--- config.mk ---
export PLATFORM = sky130hd
export DESIGN_NAME = sio_bus_arbiter
export DESIGN_NICKNAME = d
export VERILOG_FILES = /design/src/rtl/sio_pkg.sv /design/src/rtl/sio_rr_pick.sv /design/src/rtl/sio_bus_arbiter.sv
export SDC_FILE = /design/constraint.sdc
export NUM_CORES = 1
export LEC_CHECK = 0
export CORE_MARGIN = 1
export CORE_UTILIZATION = 45
export CTS_BUF_LIST = sky130_fd_sc_hd__clkbuf_16
export CTS_CLUSTER_DIAMETER = 120
export DETAILED_ROUTE_END_ITERATION = 12
export PLACE_DENSITY = 0.84
export REMOVE_ABC_BUFFERS = 1
export SYNTH_ARGS = -nofsm -noshare
export SYNTH_HDL_FRONTEND = slang
export SYNTH_SLANG_ARGS = --single-unit
--- constraint.sdc ---
create_clock -name clk -period 4.15 [get_ports clk]
set_input_delay 0.83 -clock clk [delete_from_list [all_inputs] [get_ports clk]]
set_output_delay 0.83 -clock clk [all_outputs]
set_load 0.005 [all_outputs]
--- src/rtl/sio_pkg.sv ---
// Shared definitions for the simple I/O block arbiter: FSM states, requester IDs
// and the register map of the I/O block.
package sio_pkg;

  typedef enum logic [1:0] {
    IDLE    = 2'd0,
    ACCESS  = 2'd1,
    CAPTURE = 2'd2,
    ACK     = 2'd3
  } sio_state_e;

  localparam logic REQ_CPU = 1'b0;
  localparam logic REQ_MON = 1'b1;

  // Register map; reading SIO_TMODE clears the timer IRQ flag.
  localparam logic [3:0] SIO_LEDS  = 4'h0;
  localparam logic [3:0] SIO_7HI   = 4'h1;
  localparam logic [3:0] SIO_7LO   = 4'h2;
  localparam logic [3:0] SIO_RGB   = 4'h3;
  localparam logic [3:0] SIO_SWKEY = 4'h4;
  localparam logic [3:0] SIO_TMODE = 4'h8;
  localparam logic [3:0] SIO_TPS2  = 4'h9;
  localparam logic [3:0] SIO_TPS1  = 4'hA;
  localparam logic [3:0] SIO_TPS0  = 4'hB;

endpackage

--- src/rtl/sio_rr_pick.sv ---
// Two-way grant selection: lock continuation with a bounded run length,
// otherwise round-robin or fixed priority.
module sio_rr_pick
  import sio_pkg::*;
#(
  parameter bit RR_EN    = 1'b1,
  parameter int LOCK_MAX = 4
) (
  input  logic       clk,
  input  logic       rst,
  input  logic [1:0] req_i,
  input  logic       last_i,
  input  logic       lockHeld_i,
  input  logic       update_i,
  output logic       grant_o
);

  localparam logic [4:0] LockMaxW = 5'(LOCK_MAX);

  logic [3:0] lockCnt_q, lockCnt_d;
  logic       other, regrant, forced;

  // lockCnt_q counts locked re-grants in the current run, so a run holds
  // LOCK_MAX grants in total before the waiting requester is let in.
  always_comb begin
    other     = ~last_i;
    regrant   = lockHeld_i && req_i[last_i];
    forced    = regrant && req_i[other] && (({1'b0, lockCnt_q} + 5'd1) >= LockMaxW);
    grant_o   = REQ_CPU;
    lockCnt_d = '0;
    if (regrant && !forced) begin
      grant_o   = last_i;
      lockCnt_d = (lockCnt_q == 4'hF) ? lockCnt_q : lockCnt_q + 4'd1;
    end else if (forced) begin
      grant_o = other;
    end else if (&req_i) begin
      grant_o = RR_EN ? other : REQ_CPU;
    end else begin
      grant_o = req_i[REQ_MON] ? REQ_MON : REQ_CPU;
    end
  end

  always_ff @(posedge clk) begin
    if (!rst) begin
      lockCnt_q <= '0;
    end else if (update_i) begin
      lockCnt_q <= lockCnt_d;
    end
  end

endmodule

--- src/rtl/sio_bus_arbiter.sv ---
// Serialises CPU-bridge and debug-monitor accesses onto the single I/O block
// register port, one chip-select cycle per access.
module sio_bus_arbiter
  import sio_pkg::*;
#(
  parameter bit RR_EN    = 1'b1,
  parameter int LOCK_MAX = 4
) (
  input  logic        clk,
  input  logic        rst,
  input  logic [1:0]  req,
  input  logic [1:0]  lock,
  input  logic [1:0]  rw,
  input  logic [7:0]  ad,
  input  logic [15:0] wdata,
  output logic [1:0]  ack,
  output logic [7:0]  rdata,
  output logic        busy,
  output logic        sio_cs,
  output logic        sio_rw,
  output logic [3:0]  sio_ad,
  output logic [7:0]  sio_di,
  input  logic [7:0]  sio_do
);

  sio_state_e state_q, state_d;
  logic       grant_q, last_q, lockHeld_q;
  logic       sioCs_q, sioRw_q;
  logic [3:0] sioAd_q;
  logic [7:0] sioDi_q, rdata_q;
  logic [1:0] ack_q;
  logic       pickGrant, start, capture, finish;

  sio_rr_pick #(
    .RR_EN   (RR_EN),
    .LOCK_MAX(LOCK_MAX)
  ) u_pick (
    .clk       (clk),
    .rst       (rst),
    .req_i     (req),
    .last_i    (last_q),
    .lockHeld_i(lockHeld_q),
    .update_i  (start),
    .grant_o   (pickGrant)
  );

  always_comb begin
    state_d = state_q;
    start   = 1'b0;
    capture = 1'b0;
    finish  = 1'b0;
    case (state_q)
      IDLE: begin
        if (|req) begin
          start   = 1'b1;
          state_d = ACCESS;
        end
      end
      ACCESS:  state_d = CAPTURE;
      CAPTURE: begin
        capture = 1'b1;
        state_d = ACK;
      end
      ACK: begin
        finish  = 1'b1;
        state_d = IDLE;
      end
      default: state_d = IDLE;
    endcase
  end

  // Requester inputs are latched only when a transaction starts; the lock bit
  // is sampled at ACK to decide whether the next IDLE may re-grant.
  always_ff @(posedge clk) begin
    if (!rst) begin
      state_q    <= IDLE;
      grant_q    <= REQ_CPU;
      last_q     <= REQ_MON;
      lockHeld_q <= 1'b0;
      sioCs_q    <= 1'b0;
      sioRw_q    <= 1'b1;
      sioAd_q    <= '0;
      sioDi_q    <= '0;
      rdata_q    <= '0;
      ack_q      <= '0;
    end else begin
      state_q <= state_d;
      sioCs_q <= start;
      ack_q   <= '0;
      if (start) begin
        grant_q <= pickGrant;
        last_q  <= pickGrant;
        sioRw_q <= rw[pickGrant];
        sioAd_q <= ad[{pickGrant, 2'b00} +: 4];
        sioDi_q <= wdata[{pickGrant, 3'b000} +: 8];
      end
      if (capture) begin
        if (sioRw_q) rdata_q <= sio_do;
        ack_q[grant_q] <= 1'b1;
      end
      if (finish) lockHeld_q <= lock[grant_q];
    end
  end

  assign ack    = ack_q;
  assign rdata  = rdata_q;
  assign busy   = (state_q != IDLE);
  assign sio_cs = sioCs_q;
  assign sio_rw = sioRw_q;
  assign sio_ad = sioAd_q;
  assign sio_di = sioDi_q;

endmodule

==> out/results.ini <==
[setup_path]
start_kind = input pin
rrSetupSlack_ns = 2.21
endpoint = sio_rw
arrival_ns = 2.47
worst-r2r-cell-count = 6
cp_max_fo = 14
path_class = input pin to flip-flop
startpoint = req[0]
end_kind = flip-flop
required_ns = 4.26
r2r_start = u_pick.lockCnt_q[0]
rr_endpoint = sio_rw

[global_routing]
overflow = 0
grt_max_degree = 34
grt_use_met1 = 0.243
gr-usage-all-layers = 0.215
antenna_found_initial = 0
busiest_layer = met2
grt_pass1_vias = 1347
use_met3 = 0.0917
grt_first_pass_wirelength_mm = 5.82
use_met2 = 0.374

[floorplan]
num_rows = 20
die_h_um = 60.5
die_w_um = 60.5
core_um2 = 3150
initial_core_util = 0.489
num_io_pins = 65
die-area_um2 = 3660

[clocking]
cts_buffers = 5
clkTransAtPathRegs_ns = 0.05
root_buffer = clkbuf_16
hold_buffers = 0
clockBufferDepth = 2
post_cts_buffers = 0
ctsHtreeMaxLevel = 2
cts.sinks = 33
cts_tree = yes
insertion_delay_ns = 0.28
cts.repair.resized = 0

[sta]
setup_viol = 0
finalSetupTns_ns = 0
rsz0062_at_grt = false
relSlewSlack = 0.397
fmax_mhz = 424
worstMarginPinSlew_ns = 0.902
maxSlewViolCount = 0
skew_ns = 0.00425
worst_slack_ns = 1.79
hold_viol_final = 0
period_share = 0.569
min_period_ns = 2.36

[yosys]
synth_seq_cells = 33
synth_top_cell_by_area = dfxtp_1
synth_edf_count = 0
async_flop_share = 0
synthTopCellsByArea = dfxtp_1 (43%), mux2i_1 (9.7%), o21ai_0 (5.2%)
synth_cell_types = 36
synth_warnings = 0
synth_area_per_cell_um2 = 8.96
synthFlopType = dfxtp_1
yosysTopAreaCellShare = 0.429
synthTopCellsByCount = dfxtp_1 (33), nand2_1 (20), o21ai_0 (16)
synth.most_common_cell = dfxtp_1
synthesis.area_um2 = 1540
synth-seq-area-share = 0.429
synthCells = 172

[job]
cap_violations = 0

[cells_and_area]
drive_above_1_share = 0.0511
fin_cells = 279
fin_util = 0.741
syn2layout_area_growth_pct = 51.6
nets = 279
fill_cells = 243
seq_area_um2 = 661
multi_input_area_um2 = 816
n_antenna_cell = 0

[power_and_ir_drop]
power.leakage_nw = 0.948
vdd_ir_drop_max_mv = 0.426
power_w = 0.00126
powerDensity_nw_per_um2 = 540

[placed_design]
dp_cells = 271
port_buffers = 64
dpl.hpwl_mm = 2.43
gp_congestion = 0.727
pre_cts_slack_ns = 1.51

[drt]
viasPerCell = 5.23
wl_mm = 3.41
num_vias = 1459
antenna_left = 0
first_iter_violations = 49
post_drt_wl_per_cell_um = 12.2
drc = 0
dr.pass1.iters = 4

[status]
status = finished clean

[worst_hold_path]
min_path_type = flip-flop to flip-flop

-- stage by stage --
step	instance area (um^2)	hold slack, ns
global placement	2200	0.454
floorplan	1500	0.433
detailed placement	2200	0.454
finish	2340	0.463
global route	2340	0.483
CTS	2340	0.467
-- layer usage --
layer | up-vias | part of all wire
met4 | 0 | 0.015
li1 | 741 | -
met2 | 57 | 0.49
met5 | - | 0
met3 | 8 | 0.083
met1 | 653 | 0.42
-- state kept, by name, indices dropped and copies added (netlist names) --
signal and flops:
u_pick.lockCnt_q 4, sio_cs 1, last_q 1, lockHeld_q 1, grant_q 1, sio_di 8
state_q 2, rdata 8, ack 2, sio_rw 1, sio_ad 4
-- power breakdown --
part / internal, W / leakage (nW) / switching [W]
clock: 0.000217 / 0.0748 / 0.000121
sequential: 0.000403 / 0.271 / 0.0000547
combinational: 0.000258 / 0.602 / 0.000209
total: 0.000878 / 0.948 / 0.000385
-- worst min-delay path by stage --
stage,end,startpoint,slack (ns),cells after the start
floorplan,ack[0],grant_q,0.43,1
global placement,rdata[5],rdata[5],0.45,2
detailed placement,ack[0],grant_q,0.45,1
CTS,rdata[3],rdata[3],0.47,2
global route,rdata[0],rdata[0],0.48,2
finish,rdata[0],rdata[0],0.46,2
-- worst max-delay path, cell delays in order --
cell             delay, ns
clkdlybuf4s50_1       0.56
and4bb_1              0.30
a211o_4               0.44
a211oi_1              0.24
o21ai_0               0.10
-- cells by family after synthesis --
group	Yosys count	share of synthesized area
simple gates	50	0.161
fa+ha+maj	5	0.0406
flops	33	0.429
mux	15	0.0974
compound gates	54	0.231
buf+inv	15	0.0422
-- final cells by class --
| cell class | count | share of cell area |
|---|---|---|
| clock buffers | 5 | 0.0535 |
| flip-flops and latches | 33 | 0.283 |
| inverters | 5 | 0.00803 |
| repair buffers | 65 | 0.277 |
| clock inverters | 3 | 0.00589 |
| multi-input cells | 124 | 0.349 |
| well taps | 44 | 0.0236 |
-- cell usage in the layout, fill, tap and decap left out, types with 2 or more instances in the layout --
cell type and count:
nor2b_1 2, a21boi_0 10, clkinv_2 2, dfxtp_1 33, inv_1 6, nand4_1 2
mux2i_1 15, clkdlybuf4s50_1 64, nor2_1 4, nand2_1 20, and2_1 2, nand3_1 12
o21ai_0 16, a21o_1 2, a21oi_1 15, ha_1 5, clkbuf_16 5
Note: power is estimated with default switching activity, not from simulation.
